==> config.mk <==
export PLATFORM = sky130hd
export DESIGN_NAME = sm_divider_flat
export DESIGN_NICKNAME = d
export VERILOG_FILES = /design/src/rtl/sm_divider_pkg.sv /design/src/rtl/sm_divider_if.sv /design/src/rtl/sm_div_step.sv /design/src/rtl/sm_divider.sv /design/src/flat_wrapper.sv
export SDC_FILE = /design/constraint.sdc
export NUM_CORES = 1
export LEC_CHECK = 0
export BUFFER_PORTS_ARGS = -buffer_cell sky130_fd_sc_hd__buf_4
export CAP_MARGIN = 0
export CORE_UTILIZATION = 37
export CTS_CLUSTER_DIAMETER = 200
export DETAILED_ROUTE_END_ITERATION = 8
export HOLD_SLACK_MARGIN = 0.06
export PLACE_DENSITY = 0.56
export SLEW_MARGIN = 30
export SYNTH_ARGS = -nofsm -noshare
export SYNTH_HDL_FRONTEND = slang
export SYNTH_SLANG_ARGS = --single-unit
==> constraint.sdc <==
create_clock -name clk -period 2.3 [get_ports clk]
set_input_delay 0.115 -clock clk [delete_from_list [all_inputs] [get_ports clk]]
set_output_delay 0.115 -clock clk [all_outputs]
set_load 0.05 [all_outputs]
==> src/rtl/sm_divider_pkg.sv <==
// Shared types and helpers for the sign-magnitude arithmetic datapath.
// Holds the divider state encoding and the negative-zero normaliser.
package sm_divider_pkg;

    typedef enum logic [1:0] {
        IDLE = 2'd0,
        CALC = 2'd1,
        DONE = 2'd2
    } state_e;

    // Generic up to 64 bits: n is the word width, bit n-1 is the sign.
    function automatic logic [63:0] sm_normalize(
        input logic [63:0] w,
        input int unsigned n
    );
        logic [63:0] mmask;
        mmask = (64'd1 << (n - 1)) - 64'd1;
        if ((w & mmask) == 64'd0)
            return 64'd0;
        return w;
    endfunction

endpackage

==> src/rtl/sm_divider_if.sv <==
// Operand and result handshake bundle for the sign-magnitude divider.
// master drives operands and accepts results; slave is the divider.
interface sm_divider_if #(
    parameter int N = 4
) ();
    logic         in_valid;
    logic         in_ready;
    logic [N-1:0] a;
    logic [N-1:0] b;
    logic         out_valid;
    logic         out_ready;
    logic [N-1:0] quotient;
    logic [N-1:0] remainder;
    logic         div_by_zero;

    modport master (
        output in_valid, a, b, out_ready,
        input  in_ready, out_valid, quotient, remainder, div_by_zero
    );

    modport slave (
        input  in_valid, a, b, out_ready,
        output in_ready, out_valid, quotient, remainder, div_by_zero
    );
endinterface

==> src/rtl/sm_div_step.sv <==
// One combinational restoring-division iteration on M magnitude bits.
// Shifts {rem, sreg} left, trial-subtracts the divisor, shifts in q bit.
module sm_div_step #(
    parameter int M = 3
) (
    input  logic [M-1:0] i_rem,
    input  logic [M-1:0] i_sreg,
    input  logic [M-1:0] i_dvs,
    output logic [M-1:0] o_rem,
    output logic [M-1:0] o_sreg,
    output logic         o_qbit
);
    logic [M:0]   w_rem_sh;
    logic [M+1:0] w_diff;
    logic         w_borrow;

    assign w_rem_sh = {i_rem, i_sreg[M-1]};
    assign w_diff   = {1'b0, w_rem_sh} - {2'b00, i_dvs};
    assign w_borrow = w_diff[M+1];
    assign o_qbit   = ~w_borrow;
    // The kept value is always below the divisor, so it fits in M bits.
    assign o_rem    = M'(w_borrow ? {1'b0, w_rem_sh} : w_diff);
    assign o_sreg   = M'({i_sreg, o_qbit});
endmodule

==> src/rtl/sm_divider.sv <==
// Multi-cycle sign-magnitude restoring divider, one quotient bit per clock.
// FSM and iteration counter live here; the datapath step is sm_div_step.
module sm_divider
    import sm_divider_pkg::*;
#(
    parameter int N = 4
) (
    input  logic        clk,
    input  logic        rst_n,
    sm_divider_if.slave bus
);
    localparam int M  = N - 1;
    localparam int CW = (N > 2) ? $clog2(N) : 1;

    localparam logic [1:0] S_IDLE = IDLE;
    localparam logic [1:0] S_CALC = CALC;
    localparam logic [1:0] S_DONE = DONE;

    logic [1:0]    r_state;
    logic [CW-1:0] r_cnt;
    logic [M-1:0]  r_rem;
    logic [M-1:0]  r_sreg;
    logic [M-1:0]  r_dvs;
    logic          r_sa;
    logic          r_sb;
    logic [N-1:0]  r_q;
    logic [N-1:0]  r_r;
    logic          r_dz;
    logic          r_ovalid;

    logic [M-1:0]  w_nrem;
    logic [M-1:0]  w_nsreg;
    logic          w_qbit;
    logic [M-1:0]  w_qmag;
    logic [M-1:0]  w_amag;
    logic [M-1:0]  w_bmag;

    assign w_amag = bus.a[M-1:0];
    assign w_bmag = bus.b[M-1:0];
    assign w_qmag = M'({w_nsreg >> 1, w_qbit});

    sm_div_step #(.M(M)) u_step (
        .i_rem  (r_rem),
        .i_sreg (r_sreg),
        .i_dvs  (r_dvs),
        .o_rem  (w_nrem),
        .o_sreg (w_nsreg),
        .o_qbit (w_qbit)
    );

    always_ff @(posedge clk or negedge rst_n) begin
        if (!rst_n) begin
            r_state  <= S_IDLE;
            r_cnt    <= '0;
            r_rem    <= '0;
            r_sreg   <= '0;
            r_dvs    <= '0;
            r_sa     <= 1'b0;
            r_sb     <= 1'b0;
            r_q      <= '0;
            r_r      <= '0;
            r_dz     <= 1'b0;
            r_ovalid <= 1'b0;
        end else begin
            unique case (r_state)
                S_IDLE: begin
                    if (bus.in_valid) begin
                        r_sa    <= bus.a[N-1];
                        r_sb    <= bus.b[N-1];
                        r_sreg  <= w_amag;
                        r_dvs   <= w_bmag;
                        r_rem   <= '0;
                        r_cnt   <= CW'(N - 2);
                        r_state <= (w_bmag == '0) ? S_DONE : S_CALC;
                    end
                end
                S_CALC: begin
                    r_rem  <= w_nrem;
                    r_sreg <= w_nsreg;
                    if (r_cnt == '0) begin
                        r_q      <= N'(sm_normalize(64'({r_sa ^ r_sb, w_qmag}), N));
                        r_r      <= N'(sm_normalize(64'({r_sa, w_nrem}), N));
                        r_dz     <= 1'b0;
                        r_ovalid <= 1'b1;
                        r_state  <= S_DONE;
                    end else begin
                        r_cnt <= r_cnt - CW'(1);
                    end
                end
                S_DONE: begin
                    // Divide-by-zero enters here unpublished; results land one edge later.
                    if (!r_ovalid) begin
                        r_q      <= {r_sa ^ r_sb, {M{1'b1}}};
                        r_r      <= N'(sm_normalize(64'({r_sa, r_sreg}), N));
                        r_dz     <= 1'b1;
                        r_ovalid <= 1'b1;
                    end else if (bus.out_ready) begin
                        r_ovalid <= 1'b0;
                        r_state  <= S_IDLE;
                    end
                end
                default: r_state <= S_IDLE;
            endcase
        end
    end

    assign bus.in_ready    = (r_state == S_IDLE);
    assign bus.out_valid   = r_ovalid;
    assign bus.quotient    = r_q;
    assign bus.remainder   = r_r;
    assign bus.div_by_zero = r_dz;
endmodule

==> src/flat_wrapper.sv <==
// flat-port wrapper written by rule: the top's interface ports become plain ports
module sm_divider_flat import sm_divider_pkg::*;
#(
    parameter int N = 4
)
  (clk, rst_n, bus_in_valid, bus_a, bus_b, bus_out_ready, bus_in_ready, bus_out_valid, bus_quotient, bus_remainder, bus_div_by_zero);
  sm_divider_if #(.N(N)) bus_i ();
  input  logic clk;
  input  logic rst_n;
  input wire logic [$bits(bus_i.in_valid)-1:0] bus_in_valid;
  input wire logic [$bits(bus_i.a)-1:0] bus_a;
  input wire logic [$bits(bus_i.b)-1:0] bus_b;
  input wire logic [$bits(bus_i.out_ready)-1:0] bus_out_ready;
  output wire logic [$bits(bus_i.in_ready)-1:0] bus_in_ready;
  output wire logic [$bits(bus_i.out_valid)-1:0] bus_out_valid;
  output wire logic [$bits(bus_i.quotient)-1:0] bus_quotient;
  output wire logic [$bits(bus_i.remainder)-1:0] bus_remainder;
  output wire logic [$bits(bus_i.div_by_zero)-1:0] bus_div_by_zero;
  assign bus_i.in_valid = bus_in_valid;
  assign bus_i.a = bus_a;
  assign bus_i.b = bus_b;
  assign bus_i.out_ready = bus_out_ready;
  assign bus_in_ready = bus_i.in_ready;
  assign bus_out_valid = bus_i.out_valid;
  assign bus_quotient = bus_i.quotient;
  assign bus_remainder = bus_i.remainder;
  assign bus_div_by_zero = bus_i.div_by_zero;
  sm_divider #(.N(N)) u_core (.clk(clk), .rst_n(rst_n), .bus(bus_i));
endmodule
Yosys cells after proc, flatten, opt, wreduce, memory -nomap -nowiden
Index checks and enable logic that the tools add are counted.
W data, S select, Z words.
Cells by class
  $add $sub $neg: 2
  $mul: 0
  bitwise gates (word level): 2
  divide/modulo/power cells: 0
  magnitude comparators: 0
  shifts and indexed selects: 0
  multiplexer cells: 42
  equal/unequal tests: 8
  reduce and logical (&&, ||, !) cells: 14
Operators by type and width (number)
  $logic_not A64 Y1: 3
  $mux W4: 10
  $pmux W4 S2: 2
  $mux W1: 14
  $mux W2: 7
  $pmux W3 S2: 2
  $mux W3: 3
  $ne A2 B2 Y1 const B: 4
  $pmux W2 S3: 1
  $reduce_and A2 Y1: 3
  $reduce_and A3 Y1: 2
  $sub A4 B3 Y5: 1
  $logic_not A2 Y1: 2
  $ne A2 B1 Y1 const B: 2
  $pmux W1 S2: 2
  $pmux W2 S2: 1
  $reduce_and A4 Y1: 1
  $reduce_bool A2 Y1: 2
  $logic_not A3 Y1: 1
  $eq A2 B1 Y1 const B: 1
  $eq A2 B2 Y1 const B: 1
  $sub A2 B1 Y2 const B: 1
  $not A1 Y1: 1
  $xor A1 B1 Y1: 1
Word-level totals
  output and inout bits: 11
  input bits: 12
  logic and storage cells: 79
  bits in latches: 0
  memories: 0
  register bits after elaboration: 25
  bits in writable memories: 0
  ROM bits: 0

Logic depth before layout (Yosys ltp)
Gate-level depths: netlist of run 1.
  word-level depth: 9
  gate-level depth with buffers: 7
  gate-level depth less buffers: 7

By module
From an unflattened synthesis of run 1, not the netlist that was laid out.
Second synthesis, totals
  cells, all modules: 125
  area, all modules: 1438.9 sq um
Modules (own cells, without submodules)
  sm_divider: instances 1, area an instance 1283.7 sq um, sequential area each 625.6 sq um, cells an instance 108
  sm_div_step: instances 1, area an instance 155.1 sq um, sequential area each 0.0 sq um, cells an instance 17

Worst setup path after synthesis of run 1
OpenSTA, ideal clock, no wires.
  path type: register to register
  from: register u_core.r_sreg[2]
  to: register u_core.r_r[0] (netlist: u_core.bus.remainder[0])
  setup slack: 421 ps
  setup time: 121 ps
  arrival: 1758 ps
  data required time: 2179 ps
  clock period less this slack: 1879 ps
  buffers on the path: 0
  stages on the path, launching flop included: 8
  path through: dfrtp_1 > inv_1 > ha_1 > fa_1 > nor2b_1 > nor2_1 > a211o_1 > a22o_1
Between the ends
  longest elaborated chain between the ends: 9
  elaborated cells between the ends (all ways): 15
  those cells by class: add/sub (1); mux (12); reduce/logical (2)
Ends and longest elaborated chain
  start: declaration: line sm_divider.sv:22  | logic [M-1:0] r_sreg;
  start signal: assignment: line sm_divider.sv:70  | r_sreg <= w_amag;
  start signal: assignment: line sm_divider.sv:79  | r_sreg <= w_nsreg;
  $sub A4 B3 Y5: line sm_div_step.sv:18  | assign w_diff = {1'b0, w_rem_sh} - {2'b00, i_dvs};
  $mux W3: line sm_div_step.sv:22  | assign o_rem = M'(w_borrow ? {1'b0, w_rem_sh} : w_diff);
  $logic_not A64 Y1: line sm_divider_pkg.sv:18  | if ((w & mmask) == 64'd0)
  $mux W1: line sm_divider_pkg.sv:18
  $mux W1: line sm_divider.sv:80  | if (r_cnt == '0) begin
  $mux W1: line sm_divider.sv:65  | unique case (r_state)
  $mux W4: line sm_divider_pkg.sv:20  | return w;
  $mux W4: line sm_divider.sv:80
  $pmux W4 S2 *: line sm_divider.sv:65
  end signal: assignment: line sm_divider.sv:82  | r_r <= N'(sm_normalize(64'({r_sa, w_nrem}), N));
  end signal: assignment: line sm_divider.sv:94  | r_r <= N'(sm_normalize(64'({r_sa, r_sreg}), N));
  end: declaration: line sm_divider.sv:27  | logic [N-1:0] r_r;
Every way passes the cells marked *; elsewhere a longest branch is shown, timed or not. The select of a mux whose other input is x is not followed.
A chain may end at the register's enable or synchronous reset.

Final worst setup path of run 1
Same ends and word-level chain as after synthesis.

==> results of run 1 <==
[cells by family after synthesis]
kind of cell | Yosys count | share of synthesized area (%)
multiplexers | 7 | 5.81
adder cells (fa/ha/maj) | 4 | 4.31
AO/OA/AOI/OAI | 40 | 21.3
flip-flops | 25 | 46.9
XOR/XNOR | 1 | 0.656
AND/OR/NAND/NOR | 34 | 16.2
buffers and inverters | 11 | 4.87
[layer usage]
metal	routed length [um]	GRT usage, %	part of all wire (%)
met4	45	5.71	1.6
met1	1360	23.2	49
met2	1300	26.7	47
met5	0	0	0
met3	83	2.48	3.0
[worst max-delay path, delay by kind of cell, from the launching register on]
| family | cells | cell delay [ns] |
|---|---|---|
| AND/OR/NAND/NOR | 2 | 0.36 |
| adder cells (fa/ha/maj) | 2 | 0.61 |
| buffers and inverters | 1 | 0.08 |
| AO/OA/AOI/OAI | 2 | 0.47 |
| flip-flops | 1 | 0.45 |
[metrics by stage]
stage	utilization [%]	std cells	cell area (um^2)	power, mW	hold slack, ns
after floorplan	-	122	1340	2.13	-0.181
after global placement	44.8	186	1520	2.45	0.0410
after detailed placement	44.8	186	1520	2.48	0.0437
after CTS	47.7	197	1620	2.71	0.0899
after global routing	47.7	197	1620	2.92	0.0863
final	47.7	197	1620	2.68	0.100
[registers in the layout (all words and copies together) (netlist names)]
name and flops:
u_core.r_sa 1, u_core.r_state 2, u_core.bus.quotient 4, u_core.bus.remainder 4, u_core.r_sb 1, u_core.r_sreg 3
u_core.r_rem 3, u_core.r_dvs 3, u_core.r_cnt 2, u_core.bus.div_by_zero 1, u_core.bus.out_valid 1
[where the power goes]
group / leakage (nW) / total (mW) / switching (mW) / internal (mW)
Clock: 0.0150 / 0.204 / 0.136 / 0.0681
Sequential: 0.289 / 0.883 / 0.231 / 0.653
Combinational: 0.429 / 1.59 / 0.938 / 0.657
Total: 0.733 / 2.68 / 1.30 / 1.38
[path summary, 6_finish.rpt]
check                      cells after the start                    from                       to
hold / removal                                 3                bus_a[1]         u_core.r_sreg[1]
setup / recovery                               7        u_core.r_sreg[2]  u_core.bus.remainder[0]
setup reg to reg                               7        u_core.r_sreg[2]  u_core.bus.remainder[0]
max in group asynchronous                      2                   rst_n         u_core.r_sreg[2]
hold reg to reg                                2  u_core.bus.quotient[3]   u_core.bus.quotient[3]
min in group asynchronous                      2                   rst_n   u_core.bus.quotient[2]
[cell usage after synthesis (3+ instances only)]
library cell,number,area share [%]
ha_1,3,2.8
mux2_2,5,4.2
dfrtp_1,25,47
nor2_1,8,2.2
inv_1,7,2.0
nand2b_1,3,1.4
a21oi_1,7,2.6
o21ai_0,8,3.0
o22a_1,4,2.6
buf_6,3,2.5
o211ai_1,3,1.7
nand2_1,7,2.0
nand3_1,5,1.9
[layout by cell type (no fill, tap or decap), drive strengths merged, types with 5 or more instances in the layout]
cell type    count
a21oi            7
buf             22
dfrtp           25
dlygate4sd3      7
inv              7
mux2             6
nand2            8
nand3            5
nor2             9
o21ai           11
[layout make-up]
class                   instances  area, um^2
well taps                      46        57.6
clock buffers                   4        26.3
multi-input cells              86         644
inverters                       7        26.3
flip-flops and latches         25         626
repair buffers                 29         235
fillers                       331        1770
==> results.py, run 1 <==
metrics = {
    "outcome": {
        "status": "completed",
    },
    "worst_setup_path": {
        "worst-setup-path-type": "reg -> reg",
        "cp.required_ns": 2.53,
        "path_max_fanout": 6,
        "crit_arrival_ns": 2.31,
        "crit_path_end_kind": "register",
        "start_kind": "register",
        "critPathMaxStageDelay_ns": 0.45,
        "critPathSlowestCell": "dfrtp_1",
        "reg2reg_slack_ns": 0.23,
        "crit_chain": "inv_1 -> ha_1 -> fa_1 -> nor2b_1 -> nor2_1 -> a211o_1 -> a22o_1",
    },
    "power": {
        "ir_drop_v": 0.000561,
        "p_leak_nw": 0.733,
        "power_density_nw_per_um2": 1660,
    },
    "final_layout": {
        "drive_gt1_share_pct": 25.8,
        "area_growth_pct": 21.0,
        "fin_nets": 168,
        "antennaDiodeCount": 0,
    },
    "timing": {
        "finClkSkew_ns": 0.00174,
        "setup_viol": 0,
        "fmax_ghz": 0.482,
        "finalCritPeriodShare_pct": 90.2,
        "worst_pin_slew_ns": 0.512,
        "min_period_ns": 2.07,
        "finalHoldViolCount": 0,
        "fin_tns_setup_ns": 0,
        "relSlewSlack_pct": 65.9,
        "setup_ws_ns": 0.225,
        "rsz0062_at_grt": "false",
        "drv_slew": 0,
    },
    "floorplanning": {
        "die_x_um": 62.1,
        "rows": 21,
        "io_pins": 23,
        "dieArea_um2": 3850,
        "die_y_um": 62.1,
        "coreArea_um2": 3390,
        "start_util_pct": 39.4,
    },
    "clock_tree": {
        "clk_pin_slew_ns": 0.14,
        "postCtsSetupRepairBufs": 0,
        "numClockSinks": 25,
        "cts_max_path_buffers": 2,
        "ctsHoldBuffers": 7,
        "insertion_delay_ns": 0.32,
        "numCtsBuffers": 3,
        "cts_max_level": 1,
        "cts_resized": 0,
        "clockRootBuffer": "clkbuf_4",
        "cts_tree": "done",
    },
    "routing": {
        "viasPerCell": 5.15,
        "drtIter0Drc": 44,
        "ant_nets": 0,
        "drt_wl_total_mm": 2.78,
        "vias": 1015,
        "wl_per_cell_um": 14.1,
        "firstDrtPassIters": 4,
        "drc": 0,
    },
    "synthesis": {
        "synth_seq_cells": 25,
        "postSynthAreaPerCell_um2": 10.9,
        "ys_warn_count": 0,
        "synth_ff_type": "dfrtp_1",
        "synthArstFlopShare_pct": 100,
        "synthCells": 122,
        "ys_types": 41,
        "ys_seq_area_share_pct": 46.9,
        "synth-edff-count": 0,
        "syn_nets": 138,
        "syn_area_um2": 1340,
    },
    "global_routing": {
        "gr-total-overflow": 0,
        "antenna_found_initial": 0,
        "grt_pass1_vias": 927,
        "grt_max_degree": 26,
        "grt_use_total_pct": 16.7,
        "grt_pass1_wl_mm": 4.57,
    },
    "worst_hold_path": {
        "hold_class": "in -> reg",
    },
    "place": {
        "place_ws_ns": 0.267,
        "hpwl_mm": 2.01,
        "gp_congestion": 0.877,
        "portBuffers": 22,
    },
    "run": {
        "drv_cap": 0,
    },
}
No activity file was read; power rests on OpenSTA's default activity.
==> inputs of run 2 (changes only) <==
BUFFER_PORTS_ARGS = default   (was -buffer_cell sky130_fd_sc_hd__buf_4)
DONT_BUFFER_PORTS = 1   (was default)
PLACE_DENSITY = 0.5   (was 0.56)
==> results.py, run 2 (synthesized netlist as in run 1, its figures left out) <==
metrics = {
    "outcome": {
        "status": "completed",
    },
    "floorplanning": {
        "die_y_um": 62.1,
        "start_util_pct": 39.4,
        "dieArea_um2": 3850,
        "die_x_um": 62.1,
        "coreArea_um2": 3390,
        "io_pins": 23,
        "rows": 21,
    },
    "final_layout": {
        "layout_commonest_cell": "dfrtp_1",
        "fin_nets": 152,
        "drive_gt1_share_pct": 13.3,
        "antennaDiodeCount": 0,
        "area_growth_pct": 13.9,
        "postLayoutCoreUtil_pct": 44.9,
        "layout_common_cells": "dfrtp_1 (25), dlygate4sd3_1 (12), nor2_1 (8), o21ai_0 (8)",
        "fin_cells": 181,
    },
    "clock_tree": {
        "insertion_delay_ns": 0.33,
        "clockRootBuffer": "clkbuf_4",
        "numClockSinks": 25,
        "cts_tree": "done",
        "cts_max_level": 1,
        "cts_max_path_buffers": 2,
        "clk_pin_slew_ns": 0.14,
        "numCtsBuffers": 3,
    },
    "global_routing": {
        "grt_pass1_wl_mm": 4.57,
        "antenna_found_initial": 0,
        "grt_max_degree": 26,
        "grt_use_total_pct": 16.4,
        "grt_pass1_vias": 939,
        "gr-total-overflow": 0,
    },
    "power": {
        "power_switching_share_pct": 50.2,
        "seq_power_share_pct": 45.8,
        "power_density_nw_per_um2": 1670,
        "ir_drop_v": 0.000666,
        "p_leak_nw": 0.657,
        "power_switching_mw": 1.27,
        "pwr-share-clk_pct": 8.1,
        "power.internal_mw": 1.26,
        "combPwrFrac_pct": 46.1,
    },
    "routing": {
        "vias": 954,
        "drtIter0Drc": 40,
        "drt_wl_total_mm": 2.73,
        "viasPerCell": 5.27,
        "wl_per_cell_um": 15.1,
        "firstDrtPassIters": 4,
        "drc": 0,
        "ant_nets": 0,
    },
    "timing": {
        "finalCritPeriodShare_pct": 90.1,
        "drv_slew": 0,
        "finClkSkew_ns": 0.00815,
        "setup_viol": 0,
        "rsz0062_at_grt": "false",
        "finalHoldViolCount": 0,
        "min_period_ns": 2.07,
        "fin_tns_setup_ns": 0,
        "worst_pin_slew_ns": 0.561,
        "fmax_ghz": 0.482,
        "relSlewSlack_pct": 62.6,
        "setup_ws_ns": 0.227,
    },
    "place": {
        "gp_congestion": 0.830,
        "portBuffers": 0,
        "place_ws_ns": 0.251,
        "hpwl_mm": 1.95,
        "dp.cells": 164,
    },
    "worst_setup_path": {
        "critPathMaxStageDelay_ns": 0.46,
        "worst-setup-path-type": "reg -> reg",
        "path_max_fanout": 6,
        "crit_arrival_ns": 2.30,
        "crit_chain": "inv_1 -> ha_1 -> fa_1 -> nor2b_1 -> nor2_1 -> a211o_1 -> a22o_1",
        "cp.required_ns": 2.53,
        "start_kind": "register",
        "critPathSlowestCell": "dfrtp_1",
        "crit_path_end_kind": "register",
    },
    "run": {
        "drv_cap": 0,
    },
    "worst_hold_path": {
        "hold_class": "in -> reg",
    },
}
[run 2: worst max-delay path, delay by kind of cell, from the launching register on]
kind	cells	cell delay [ns]
flip-flops	1	0.46
buffers and inverters	1	0.09
AO/OA/AOI/OAI	2	0.47
adder cells (fa/ha/maj)	2	0.59
AND/OR/NAND/NOR	2	0.35
[run 2: layout make-up]
type	count	area (um^2)
Clock buffer	4	26.3
Fill cell	325	1870
Inverter	7	26.3
Multi-Input combinational cell	86	644
Sequential cell	25	626
Tap cell	46	57.6
Timing Repair Buffer	13	140
[run 2: path summary, 6_finish.rpt]
path	start	endpoint	slack (ns)	cells past startpoint
max in group asynchronous	rst_n	u_core.r_sreg[0]	1.95	2
max reg2reg	u_core.r_sreg[2]	u_core.bus.remainder[0]	0.23	7
min reg2reg	u_core.r_dvs[2]	u_core.r_dvs[2]	0.53	1
min in group asynchronous	rst_n	u_core.r_state[1]	0.20	2
min	bus_b[1]	u_core.r_state[1]	0.05	3
max	u_core.r_sreg[2]	u_core.bus.remainder[0]	0.23	7
[run 2: routing by layer]
| metal | up-vias | global-route usage [%] | wire (um) |
|---|---|---|---|
| li1 | 474 | - | - |
| met1 | 454 | 22.6 | 1320 |
| met2 | 24 | 26.6 | 1250 |
| met3 | 2 | 3.93 | 135 |
| met4 | 0 | 2.86 | 14 |
| met5 | - | 0 | 0 |
[run 2: power by group through the flow]
stage	Sequential, mW	Clock, mW	Combinational [mW]
finish	1.16	0.205	1.17
CTS	1.16	0.211	1.18
global placement	1.17	0	1.13
detailed placement	1.17	0	1.14
global route	1.20	0.225	1.34
floorplan	1.05	0	1.08
[run 2: what timing repair did]
item	CTS	global route
gates resized for setup	0	0
hold buffers	13	0
endpoints found under the hold margin	36	0
buffers inserted	0	0
[run 2: through the flow]
step / area (um^2) / hold WS, ns / total power [mW]
2_1_floorplan: 1340 / -0.181 / 2.13
3_3_place_gp: 1350 / -0.180 / 2.30
3_5_place_dp: 1350 / -0.180 / 2.31
4_1_cts: 1520 / 0.0605 / 2.55
5_1_grt: 1520 / 0.0898 / 2.76
6_report: 1520 / 0.0474 / 2.53
